$ cat config.mk
export PLATFORM = sky130hd
export DESIGN_NAME = rr_input_arbiter_flat
export DESIGN_NICKNAME = d
export VERILOG_FILES = /design/src/rtl/rr_input_arbiter_if.sv /design/src/rtl/rr_input_arbiter.sv /design/src/flat_wrapper.sv
export SDC_FILE = /design/constraint.sdc
export NUM_CORES = 1
export LEC_CHECK = 0
export ABC_AREA = 1
export CAP_MARGIN = 15
export CORE_ASPECT_RATIO = 1.2
export CORE_MARGIN = 1.5
export CORE_UTILIZATION = 37
export DETAILED_ROUTE_END_ITERATION = 10
export HOLD_SLACK_MARGIN = 0.15
export PLACE_DENSITY = 0.72
export SYNTH_ARGS = -nofsm -noshare
export SYNTH_HDL_FRONTEND = slang
export SYNTH_SLANG_ARGS = --single-unit
$ cat constraint.sdc
create_clock -name i_clk -period 4.8 [get_ports i_clk]
set_clock_uncertainty 0.1 [all_clocks]
set_input_delay 0.96 -clock i_clk [delete_from_list [all_inputs] [get_ports i_clk]]
set_output_delay 0.96 -clock i_clk [all_outputs]
set_load 0.02 [all_outputs]
$ cat src/rtl/rr_input_arbiter_if.sv
// Handshake bundle between the router input FIFOs, the round-robin arbiter and the route stage.
// The master modport is the arbiter's view; slave is the FIFO/route-stage side.
interface rr_input_arbiter_if #(
  parameter int NUM_INPUTS   = 5,
  parameter int PACKET_WIDTH = 16
);
  localparam int GIDX_W = (NUM_INPUTS > 1) ? $clog2(NUM_INPUTS) : 1;

  logic [NUM_INPUTS-1:0]                   i_fifoHasPacket;
  logic [NUM_INPUTS-1:0][PACKET_WIDTH-1:0] i_fifoReadData;
  logic                                    i_arbiterReady;
  logic [NUM_INPUTS-1:0]                   o_fifoReadEn;
  logic [PACKET_WIDTH-1:0]                 o_packet;
  logic                                    o_packetIsValid;
  logic [GIDX_W-1:0]                       o_grantIdx;
  logic                                    o_stalled;

  modport master (
    input  i_fifoHasPacket, i_fifoReadData, i_arbiterReady,
    output o_fifoReadEn, o_packet, o_packetIsValid, o_grantIdx, o_stalled
  );

  modport slave (
    output i_fifoHasPacket, i_fifoReadData, i_arbiterReady,
    input  o_fifoReadEn, o_packet, o_packetIsValid, o_grantIdx, o_stalled
  );
endinterface

$ cat src/rtl/rr_input_arbiter.sv
// Round-robin arbiter: pops one non-empty input FIFO per grant into a holding register
// and presents it until the route stage forwards it; flags holds that last too long.
module rr_input_arbiter #(
  parameter int NUM_INPUTS   = 5,
  parameter int PACKET_WIDTH = 16,
  parameter int STALL_LIMIT  = 64
) (
  input  logic                 i_clk,
  input  logic                 i_arst,
  rr_input_arbiter_if.master   bus
);
  localparam int GIDX_W = (NUM_INPUTS > 1) ? $clog2(NUM_INPUTS) : 1;
  localparam int CNT_W  = $clog2(STALL_LIMIT + 1);

  typedef enum logic {IDLE, HOLD} state_t;

  state_t                  state, stateNext;
  logic [GIDX_W-1:0]       lastGrant, winner, cand;
  logic                    anyReq, pick, popEn;
  logic [CNT_W-1:0]        stallCnt, stallCntNext;
  logic [PACKET_WIDTH-1:0] headWord;

  // Scan starts just after the last winner so it is considered last.
  // NOTE: every always_comb output gets a default first so no path leaves it unassigned (no latch).
  always_comb begin
    int idx;
    winner = lastGrant;
    anyReq = 1'b0;
    cand   = '0;
    for (int k = 1; k <= NUM_INPUTS; k++) begin
      idx = int'(lastGrant) + k;
      if (idx >= NUM_INPUTS) idx = idx - NUM_INPUTS;
      cand = GIDX_W'(idx);
      if (!anyReq && bus.i_fifoHasPacket[cand]) begin
        anyReq = 1'b1;
        winner = cand;
      end
    end
  end

  assign pick     = (state == IDLE) || bus.i_arbiterReady;
  assign popEn    = pick && anyReq && !i_arst;
  assign headWord = bus.i_fifoReadData[winner];

  always_comb begin
    bus.o_fifoReadEn = '0;
    if (popEn) bus.o_fifoReadEn[winner] = 1'b1;
  end

  always_comb begin
    stateNext = state;
    unique case (state)
      IDLE: if (anyReq) stateNext = HOLD;
      HOLD: if (bus.i_arbiterReady && !anyReq) stateNext = IDLE;
      default: stateNext = IDLE;
    endcase
  end

  // Only an unaccepted hold advances the counter; pops, IDLE and the drain to IDLE clear it.
  always_comb begin
    stallCntNext = '0;
    if (state == HOLD && !bus.i_arbiterReady)
      stallCntNext = (stallCnt == CNT_W'(STALL_LIMIT)) ? stallCnt : stallCnt + 1'b1;
  end

  // NOTE: sequential state uses non-blocking assignments so every register samples pre-edge values.
  always_ff @(posedge i_clk or posedge i_arst) begin
    if (i_arst) begin
      state         <= IDLE;
      stallCnt      <= '0;
      bus.o_stalled <= 1'b0;
    end else begin
      state         <= stateNext;
      stallCnt      <= stallCntNext;
      bus.o_stalled <= (stallCntNext == CNT_W'(STALL_LIMIT));
    end
  end

  always_ff @(posedge i_clk or posedge i_arst) begin
    if (i_arst) begin
      bus.o_packet        <= '0;
      bus.o_packetIsValid <= 1'b0;
      bus.o_grantIdx      <= '0;
      lastGrant           <= GIDX_W'(NUM_INPUTS - 1);
    end else if (popEn) begin
      bus.o_packet        <= headWord;
      bus.o_packetIsValid <= 1'b1;
      bus.o_grantIdx      <= winner;
      lastGrant           <= winner;
    end else if (pick) begin
      bus.o_packetIsValid <= 1'b0;
    end
  end
endmodule

$ cat src/flat_wrapper.sv
// flat-port wrapper written by rule: the top's interface ports become plain ports
module rr_input_arbiter_flat 
#(
  parameter int NUM_INPUTS   = 5,
  parameter int PACKET_WIDTH = 16,
  parameter int STALL_LIMIT  = 64
)
  (i_clk, i_arst, bus_i_fifoHasPacket, bus_i_fifoReadData, bus_i_arbiterReady, bus_o_fifoReadEn, bus_o_packet, bus_o_packetIsValid, bus_o_grantIdx, bus_o_stalled);
  rr_input_arbiter_if #(.NUM_INPUTS(NUM_INPUTS), .PACKET_WIDTH(PACKET_WIDTH)) bus_i ();
  input  logic i_clk;
  input  logic i_arst;
  input wire logic [$bits(bus_i.i_fifoHasPacket)-1:0] bus_i_fifoHasPacket;
  input wire logic [$bits(bus_i.i_fifoReadData)-1:0] bus_i_fifoReadData;
  input wire logic [$bits(bus_i.i_arbiterReady)-1:0] bus_i_arbiterReady;
  output wire logic [$bits(bus_i.o_fifoReadEn)-1:0] bus_o_fifoReadEn;
  output wire logic [$bits(bus_i.o_packet)-1:0] bus_o_packet;
  output wire logic [$bits(bus_i.o_packetIsValid)-1:0] bus_o_packetIsValid;
  output wire logic [$bits(bus_i.o_grantIdx)-1:0] bus_o_grantIdx;
  output wire logic [$bits(bus_i.o_stalled)-1:0] bus_o_stalled;
  assign bus_i.i_fifoHasPacket = bus_i_fifoHasPacket;
  assign bus_i.i_fifoReadData = bus_i_fifoReadData;
  assign bus_i.i_arbiterReady = bus_i_arbiterReady;
  assign bus_o_fifoReadEn = bus_i.o_fifoReadEn;
  assign bus_o_packet = bus_i.o_packet;
  assign bus_o_packetIsValid = bus_i.o_packetIsValid;
  assign bus_o_grantIdx = bus_i.o_grantIdx;
  assign bus_o_stalled = bus_i.o_stalled;
  rr_input_arbiter #(.NUM_INPUTS(NUM_INPUTS), .PACKET_WIDTH(PACKET_WIDTH), .STALL_LIMIT(STALL_LIMIT)) u_core (.i_clk(i_clk), .i_arst(i_arst), .bus(bus_i));
endmodule
# Word level (Yosys, flattened, before mapping)
# Index checks and enable logic that the tools add are counted.
# totals
wordCells	88
reg_bits	32
out_inout_bits	26
# classes
n_lt_le_gt_ge	12
n_reduce_logical	18
n_bitwise	1
n_mux	37
eq_ne	2
addsub	11
# ops
cell	n
16-bit binary-select mux with 3-bit select	1
3-bit two-way mux	10
3-bit by 4-bit < comparator with 1-bit output, second input constant	6
4-bit by 3-bit greater-or-equal comparator with 1-bit output, second input constant	5
16-bit two-way mux	1
1-bit binary-select mux with 3-bit select	5
1-bit two-way mux	15
3-bit subtractor, second input constant	5
7-bit == test, second input constant	2
7-bit two-way mux	2
1-bit logical AND	9
3-bit by 2-bit adder with 4-bit output, second input constant	2
3-bit by 3-bit adder with 4-bit output, second input constant	2
7-bit by 1-bit adder with 7-bit output, second input constant	1
1-bit logical NOT	7
5-bit two-way mux	1
3-bit by 1-bit adder with 4-bit output, second input constant	1
1-bit demux with 3-bit select	1
3-bit by 1-bit greater-or-equal comparator with 1-bit output, second input constant	1
1-bit case mux with 2 select lines	1
2-bit nonzero test	1
1-bit logical OR	1
1-bit inverter	1

# Longest topological paths before layout
# Gate-level depths: netlist of run 1.
# logic_depth
depth_word	23
depth_mapped	27
depth_no_buf	25

# Least setup slack after synthesis of run 1
# No wires, ideal clock.
# synth_path
path_kind	register to output
start	register u_core.lastGrant[0]
end	output bus_o_fifoReadEn[2]
arrival_time_ps	3245
slack_ps	495
n_path_buf	2
required_ps	3740
stages_incl_launch_ff	20
cell_sequence	dfrtp_1 -> inv_1 -> buf_2 -> ha_1 -> inv_1 -> fa_1 -> inv_1 -> nand2_1 -> o21ai_1 -> nand3_1 -> nand3_1 -> nand2_2 -> nor2_8 -> nand4_1 -> inv_1 -> nand2_1 -> a21oi_4 -> buf_4 -> inv_1 -> nor2_1
# synth_between
elab_chain_cells	23
word_cells_on_any_way	56
cone_classes	add/sub (10); order compare (7); mux (28); reduce/logical (11)
# synth_lines
item	line_no	text
from (decl)	rr_input_arbiter.sv:18	logic [GIDX_W-1:0] lastGrant, winner, cand;
from (signal assigned)	rr_input_arbiter.sv:84	lastGrant <= GIDX_W'(NUM_INPUTS - 1);
from (signal assigned)	rr_input_arbiter.sv:89	lastGrant <= winner;
3-bit by 1-bit adder with 4-bit output	rr_input_arbiter.sv:31	idx = int'(lastGrant) + k;
4-bit by 3-bit greater-or-equal comparator with 1-bit output / 3-bit subtractor (equally long branches)	rr_input_arbiter.sv:32	if (idx >= NUM_INPUTS) idx = idx - NUM_INPUTS;
3-bit two-way mux	rr_input_arbiter.sv:32	
1-bit binary-select mux with 3-bit select	rr_input_arbiter.sv:34	if (!anyReq && bus.i_fifoHasPacket[cand]) begin
1-bit two-way mux (implied by the code)	rr_input_arbiter.sv:34	
1-bit two-way mux	rr_input_arbiter.sv:34	
1-bit logical NOT	rr_input_arbiter.sv:34	
1-bit logical AND	rr_input_arbiter.sv:34	
(+7 left out)	-	
1-bit logical NOT	rr_input_arbiter.sv:34	
1-bit logical AND	rr_input_arbiter.sv:34	
3-bit two-way mux	rr_input_arbiter.sv:34	
3-bit by 4-bit < comparator with 1-bit output (implied by the code) / 3-bit by 1-bit greater-or-equal comparator with 1-bit output (equally long branches)	rr_input_arbiter.sv:47	if (popEn) bus.o_fifoReadEn[winner] = 1'b1;
1-bit logical AND (implied by the code)	rr_input_arbiter.sv:47	
1-bit two-way mux (implied by the code)	rr_input_arbiter.sv:47	
1-bit demux with 3-bit select	-	
5-bit two-way mux (*)	rr_input_arbiter.sv:47	
to (decl)	flat_wrapper.sv:15	output wire logic [$bits(bus_i.o_fifoReadEn)-1:0] bus_o_fifoReadEn;
# Every way passes the cells marked *; elsewhere a longest branch is shown, timed or not. The select of a mux whose other input is x is not followed.

# Final worst setup path of run 1
# Ends and elaborated chain as after synthesis.

==> impl_metrics.env, run 1 <==
export IMPL_fp_dieH_um=104.7
export IMPL_dr_pass1_iters=5
export IMPL_ys_types=37
export IMPL_final_util_pct=55.57
export IMPL_hpwlAfterDp_um=7888
export IMPL_drv_slew=0
export IMPL_max_clock_path_buffers=2
export IMPL_critPathRequiredTime_ps=3740
export IMPL_start_util_pct=38.69
export IMPL_setup_violations=0
export IMPL_grt_pass1_vias=3568
export IMPL_grt_max_degree=30
export IMPL_critPathTopFamily="simple AND/OR/NAND/NOR gates"
export IMPL_cp_end_kind="primary output"
export IMPL_drt_iter0_drc=163
export IMPL_yosys_area_share_simple_pct=52.37
export IMPL_synth_top_area_cell="nand2_1"
export IMPL_syn_nets=634
export IMPL_yosys_warnings=0
export IMPL_hold_depth=2
export IMPL_maxCapViolCount=0
export IMPL_grt_first_pass_wirelength_um=16410
export IMPL_design_die_area_mm2=0.009188
export IMPL_drive_above_1_share_pct=9.480
export IMPL_ys_seq_elements=30
export IMPL_n_antenna_cell=0
export IMPL_die_width_um=87.76
export IMPL_min_path_type="reg2reg"
export IMPL_start_kind="flop"
export IMPL_overflow=0
export IMPL_io_pins=114
export IMPL_antenna_left=0
export IMPL_synth_top_family_by_area="simple AND/OR/NAND/NOR gates"
export IMPL_syn2layout_area_growth_pct=43.62
export IMPL_drc=0
export IMPL_relSlewSlack_pct=61.76
export IMPL_worstSetupPathType="reg2out"
export IMPL_final_cells=768
export IMPL_slowest_delay_ps=370
export IMPL_grt_usage_pct=22.12
export IMPL_hold_buffers=0
export IMPL_slowest_stage="dfrtp_1"
export IMPL_dp_cells=760
export IMPL_synth_area_mm2=0.003189
export IMPL_place_gp_congestion=0.9492
export IMPL_htree_levels=2
export IMPL_path_buf_inv=6
export IMPL_antenna_found_initial=0
export IMPL_clock_latency_ps=280
export IMPL_critPathArrivalTime_ps=3440
export IMPL_hold_violations=0
export IMPL_wl_per_cell_um=12.58
export IMPL_clock_sinks=30
export IMPL_synth_top_area_share_pct=23.77
export IMPL_ys_seq_area_share_pct=23.58
export IMPL_status="finished clean"
export IMPL_ff2ff_path_depth=24
export IMPL_rsz0062_at_grt="false"
export IMPL_synth_adder_area_share_pct=5.335
export IMPL_post_drt_via_cell_ratio=4.842
export IMPL_postCtsSetupBuffers=0
export IMPL_path_cells="inv_1 -> ha_1 -> inv_1 -> fa_1 -> inv_1 -> nand2_1 -> nand2_1 -> nand2_1 -> nand2_1 -> nand3_1 -> nand3_1 -> nand2_2 -> nor2_8 -> nand4_1 -> inv_1 -> nand2_1 -> a21oi_4 -> inv_1 -> nor2_1 -> clkdlybuf4s15_1"
export IMPL_synth_compound_area_share_pct=6.002
export IMPL_synth_xor_area_share_pct=1.098
export IMPL_port_buffers=113
export IMPL_fmax_ghz=0.2221
export IMPL_worstPathMaxFanout=9
export IMPL_fp_row_count=36
export IMPL_tns_ps=0
export IMPL_period_minus_slack_ps=4502
export IMPL_synthCells=533
export IMPL_drt_total_wl_um=9662
export IMPL_synth_mux_area_fraction_pct=0
export IMPL_tightest_slew_ps=573.0
export IMPL_nets=754
export IMPL_synth_area_per_cell_um2=5.984
export IMPL_numCtsBuffers=5
export IMPL_cp_depth=20
export IMPL_design_core_area_mm2=0.008243
export IMPL_cts_tree="built"
export IMPL_path_clk_slew_ps=60
export IMPL_clock_root_buffer="clkbuf_8"
export IMPL_vias=3719
export IMPL_ys_top_cells_by_area="nand2_1 24%, dfrtp_1 23%, nand3_1 12%"
export IMPL_period_share_pct=93.80
## layout make-up
class	count	area, um2
clock buffer	6	82.58
clock inverter	2	12.51
fill	795	3662
inverter	63	236.5
multi-input combinational	421	2081
sequential	30	753.2
tap	114	142.6
timing repair buffer	132	1272
## flip-flops by register name (all words and copies together) (netlist names)
signal and cells:
u_core.bus.o_stalled 1, u_core.state 1, u_core.lastGrant 3, u_core.stallCnt 7, u_core.bus.o_grantIdx 1, u_core.bus.o_packetIsValid 1
u_core.bus.o_packet 16
## final timing paths
check                                                     start                                      to  slack [ps]
hold reg to reg            u_core.bus.o_grantIdx[2]$_DFFE_PP0P_    u_core.bus.o_grantIdx[2]$_DFFE_PP0P_         400
setup reg to reg                u_core.lastGrant[0]$_DFFE_PP0P_      u_core.bus.o_packet[2]$_DFFE_PP0P_         990
hold / removal             u_core.bus.o_grantIdx[2]$_DFFE_PP0P_    u_core.bus.o_grantIdx[2]$_DFFE_PP0P_         400
min in group asynchronous                                i_arst  u_core.bus.o_packetIsValid$_DFFE_PP0P_         780
setup / recovery                u_core.lastGrant[0]$_DFFE_PP0P_                     bus_o_fifoReadEn[2]         300
max in group asynchronous                                i_arst         u_core.lastGrant[2]$_DFFE_PP1P_        3230
## worst reg2reg max path: stages (launching register included)
cell and delay [ps]:
dfrtp_1 370, inv_1 70, ha_1 140, inv_1 50, fa_1 360, inv_1 130
nand2_1 160, nand2_1 140, nand2_1 120, nand2_1 90, nand3_1 70, nand3_1 90
nand2_2 120, nor2_8 170, nand2_1 100, nand3_1 100, nand3_2 90, nand2_4 80
buf_4 260, nand3_1 130, nor2_2 470, nand2_1 130, nand2_1 90, nor2_1 40
nor2_1 80
## placed cells by master, fill, tap and decap left out, types with 2 or more instances in the layout
cell,n
a21oi_1,4
a22o_1,4
buf_4,19
clkbuf_8,6
clkdlybuf4s50_1,108
clkinv_1,4
dfrtp_1,28
dlygate4sd2_1,3
ha_1,12
inv_1,52
inv_2,7
nand2_1,201
nand2_2,10
nand3_1,75
nand3_2,4
nand3b_1,14
nand4_1,10
nor2_1,47
nor2_2,3
nor3_1,2
o21ai_0,11
o21ai_1,6
or2_2,2
xor2_1,2
## cell usage after synthesis
| cell type | number |
|---|---|
| a22oi_1 | 1 |
| nand4_1 | 10 |
| ha_1 | 12 |
| a21oi_2 | 1 |
| nand3b_1 | 14 |
| dfrtp_1 | 29 |
| fa_1 | 1 |
| o21ai_1 | 7 |
| xnor2_1 | 2 |
| nand3_2 | 4 |
| nor2_1 | 47 |
| xor2_1 | 2 |
| nor2_4 | 1 |
| nor3_1 | 2 |
| inv_2 | 7 |
| nor2_8 | 1 |
| a21boi_0 | 1 |
| nand2_1 | 202 |
| nand2_2 | 9 |
| clkinv_1 | 4 |
| nand2_4 | 1 |
| a31oi_1 | 1 |
| buf_2 | 5 |
| a21oi_4 | 1 |
| or2_2 | 2 |
| a22o_1 | 4 |
| clkbuf_1 | 4 |
| buf_6 | 5 |
| and2_1 | 1 |
| nor2_2 | 3 |
| dfstp_2 | 1 |
| inv_1 | 52 |
| o21ai_0 | 11 |
| nand3_1 | 75 |
| nor4_1 | 1 |
| buf_4 | 5 |
| a21oi_1 | 4 |
## kinds of logic after synthesis
| family | count (synthesis) |
|---|---|
| xor+xnor | 4 |
| flops | 30 |
| buf+inv | 82 |
| simple gates | 373 |
| compound gates | 31 |
| fa+ha+maj | 13 |
## layer usage
layer / up-vias / wire (um) / GRT usage, % / part of all wire (%)
li1: 1925 / - / - / -
met2: 140 / 4663 / 36.70 / 48
met1: 1636 / 3941 / 26.95 / 41
met4: 0 / 231 / 7.710 / 2.4
met5: - / 0 / 0 / 0
met3: 18 / 824 / 6.161 / 8.5
## through the flow
| stage | cell area, um2 | setup slack [ps] | hold slack [ps] |
|---|---|---|---|
| 2_1_floorplan | 3189 | 495.2 | 422.8 |
| 3_3_place_gp | 4472 | 240.2 | 380.7 |
| 3_5_place_dp | 4472 | 187.4 | 384.0 |
| 4_1_cts | 4566 | 33.76 | 402.0 |
| 5_1_grt | 4581 | 17.81 | 436.1 |
| 6_report | 4581 | 297.8 | 399.9 |
## what timing repair did
item                                    4_1_cts  5_1_grt
endpoints found under the setup margin        4        5
pin swaps                                     0        0
gates resized for setup                       5        5
Power of run 1 is left out: the tool's default activity adds up to more than one toggle a clock period on the data nets, which glitch-free logic cannot reach.
==> inputs of run 2 (changes only) <==
RECOVER_POWER = 25   (was unset)
==> impl_metrics.env, run 2 (synthesis gave the netlist of run 1 again) <==
export IMPL_grt_max_degree=30
export IMPL_slowest_stage="dfrtp_1"
export IMPL_tightest_slew_ps=1592
export IMPL_grt_pass1_vias=3568
export IMPL_maxCapViolCount=1
export IMPL_post_drt_via_cell_ratio=4.836
export IMPL_clock_sinks=30
export IMPL_critPathRequiredTime_ps=3740
export IMPL_path_cells="inv_1 -> ha_1 -> inv_1 -> fa_1 -> inv_1 -> nand2_1 -> nand2_1 -> nand2_1 -> nand2_1 -> nand3_1 -> nand3_1 -> nand2_2 -> nor2_8 -> nand4_1 -> inv_1 -> nand2_1 -> a21oi_4 -> inv_1 -> nor2_1 -> clkdlybuf4s15_1"
export IMPL_status="finished, violations left"
export IMPL_clock_latency_ps=280
export IMPL_vias=3714
export IMPL_place_gp_congestion=0.9492
export IMPL_relSlewSlack_pct=-6.162
export IMPL_hpwlAfterDp_um=7888
export IMPL_slowest_delay_ps=370
export IMPL_fp_dieH_um=104.7
export IMPL_drc=0
export IMPL_antenna_found_initial=0
export IMPL_setup_slack_ps=299.0
export IMPL_io_pins=114
export IMPL_port_buffers=113
export IMPL_hold_violations=0
export IMPL_max_clock_path_buffers=2
export IMPL_clock_root_buffer="clkbuf_8"
export IMPL_period_minus_slack_ps=4501
export IMPL_min_path_type="reg2reg"
export IMPL_period_share_pct=93.77
export IMPL_dr_pass1_iters=4
export IMPL_grt_usage_pct=22.12
export IMPL_cp_startpoint="u_core.lastGrant[0]$_DFFE_PP0P_"
export IMPL_start_kind="flop"
export IMPL_worstPathMaxFanout=9
export IMPL_grt_first_pass_wirelength_um=16410
export IMPL_nets=754
export IMPL_mostFrequentLayoutCells="201 x nand2_1, 107 x clkdlybuf4s50_1, 75 x nand3_1"
export IMPL_drv_slew=30
export IMPL_numCtsBuffers=5
export IMPL_htree_levels=2
export IMPL_critPathArrivalTime_ps=3440
export IMPL_worstSetupPathType="reg2out"
export IMPL_dp_cells=760
export IMPL_drt_iter0_drc=165
export IMPL_largest_registers="u_core.bus.o_packet (16), u_core.stallCnt (7), u_core.lastGrant (3)"
export IMPL_largest_register_ffs=16
export IMPL_rsz0062_at_grt="false"
export IMPL_antenna_left=0
export IMPL_r2r_slack_ps=1010
export IMPL_n_antenna_cell=0
export IMPL_drive_above_1_share_pct=9.327
export IMPL_layout_commonest_cell="nand2_1"
export IMPL_critPathTopFamily="simple AND/OR/NAND/NOR gates"
export IMPL_overflow=0
export IMPL_violations="capacitance limit, slew limit"
export IMPL_ff2ff_path_depth=24
export IMPL_path_clk_slew_ps=70
export IMPL_postCtsSetupBuffers=0
export IMPL_cp_depth=20
export IMPL_design_core_area_mm2=0.008243
export IMPL_syn2layout_area_growth_pct=43.51
export IMPL_start_util_pct=38.69
export IMPL_path_buf_inv=6
export IMPL_die_width_um=87.76
export IMPL_setup_worst_path_end="bus_o_fifoReadEn[2]"
export IMPL_final_cells=768
export IMPL_timing_rr_end="u_core.bus.o_packet[2]$_DFFE_PP0P_"
export IMPL_regMostFlops="u_core.bus.o_packet"
export IMPL_r2r_start="u_core.lastGrant[0]$_DFFE_PP0P_"
export IMPL_setup_violations=0
export IMPL_cp_end_kind="primary output"
export IMPL_tns_ps=0
export IMPL_fp_row_count=36
export IMPL_dp_slack_ps=187.4
export IMPL_cts_tree="built"
export IMPL_design_die_area_mm2=0.009188
export IMPL_fmax_ghz=0.2222
export IMPL_wl_per_cell_um=12.49
export IMPL_drt_total_wl_um=9590
[run 2: cell types whose count changed in the layout (fill, tap and decap cells not counted)]
cell and delta:
buf_4 -1, clkbuf_1 +1, clkdlybuf4s50_1 -1, dlygate4sd3_1 +1
[run 2: layout make-up]
| type | count | area, um2 |
|---|---|---|
| Clock buffer | 6 | 82.58 |
| Clock inverter | 2 | 12.51 |
| Fill cell | 797 | 3666 |
| Inverter | 63 | 236.5 |
| Multi-Input combinational cell | 421 | 2081 |
| Sequential cell | 30 | 753.2 |
| Tap cell | 114 | 142.6 |
| Timing Repair Buffer | 132 | 1269 |
[run 2: worst min path at each step]
stage,start,to,depth (start not counted)
after CTS,u_core.bus.o_packetIsValid$_DFFE_PP0P_,u_core.bus.o_packetIsValid$_DFFE_PP0P_,2
after floorplan,u_core.stallCnt[6]$_DFF_PP0_,u_core.stallCnt[6]$_DFF_PP0_,2
final,u_core.bus.o_packetIsValid$_DFFE_PP0P_,u_core.bus.o_packetIsValid$_DFFE_PP0P_,2
after global routing,u_core.bus.o_grantIdx[2]$_DFFE_PP0P_,u_core.bus.o_grantIdx[2]$_DFFE_PP0P_,2
after detailed placement,u_core.bus.o_packetIsValid$_DFFE_PP0P_,u_core.bus.o_packetIsValid$_DFFE_PP0P_,2
after global placement,u_core.bus.o_packetIsValid$_DFFE_PP0P_,u_core.bus.o_packetIsValid$_DFFE_PP0P_,2
[run 2: timing repair]
action	4_1_cts	5_1_grt
pin swaps	0	0
hold buffers	0	0
setup endpoints to repair	4	5
resized for setup	5	5
[run 2: worst min-delay path: stages (launching register included)]
cell,delay (ps)
dfrtp_1,350
nand2_1,60
nand2_1,50
[run 2: stage by stage]
| step | instance area [um2] | hold WS (ps) | utilization [%] |
|---|---|---|---|
| CTS | 4566 | 402.0 | 55.39 |
| global route | 4577 | 436.1 | 55.53 |
| detailed placement | 4472 | 384.0 | 54.25 |
| global placement | 4472 | 380.7 | 54.25 |
| finish | 4577 | 396.2 | 55.53 |
| floorplan | 3189 | 422.8 | - |
[run 2: per-layer routing]
metal / GRT usage [%] / vias up / routed length [um]
li1: - / 1925 / -
met1: 26.95 / 1641 / 3887
met2: 36.70 / 130 / 4669
met3: 6.161 / 18 / 802
met4: 7.710 / 0 / 231
met5: 0 / - / 0
Power of run 2 is left out for the same reason.
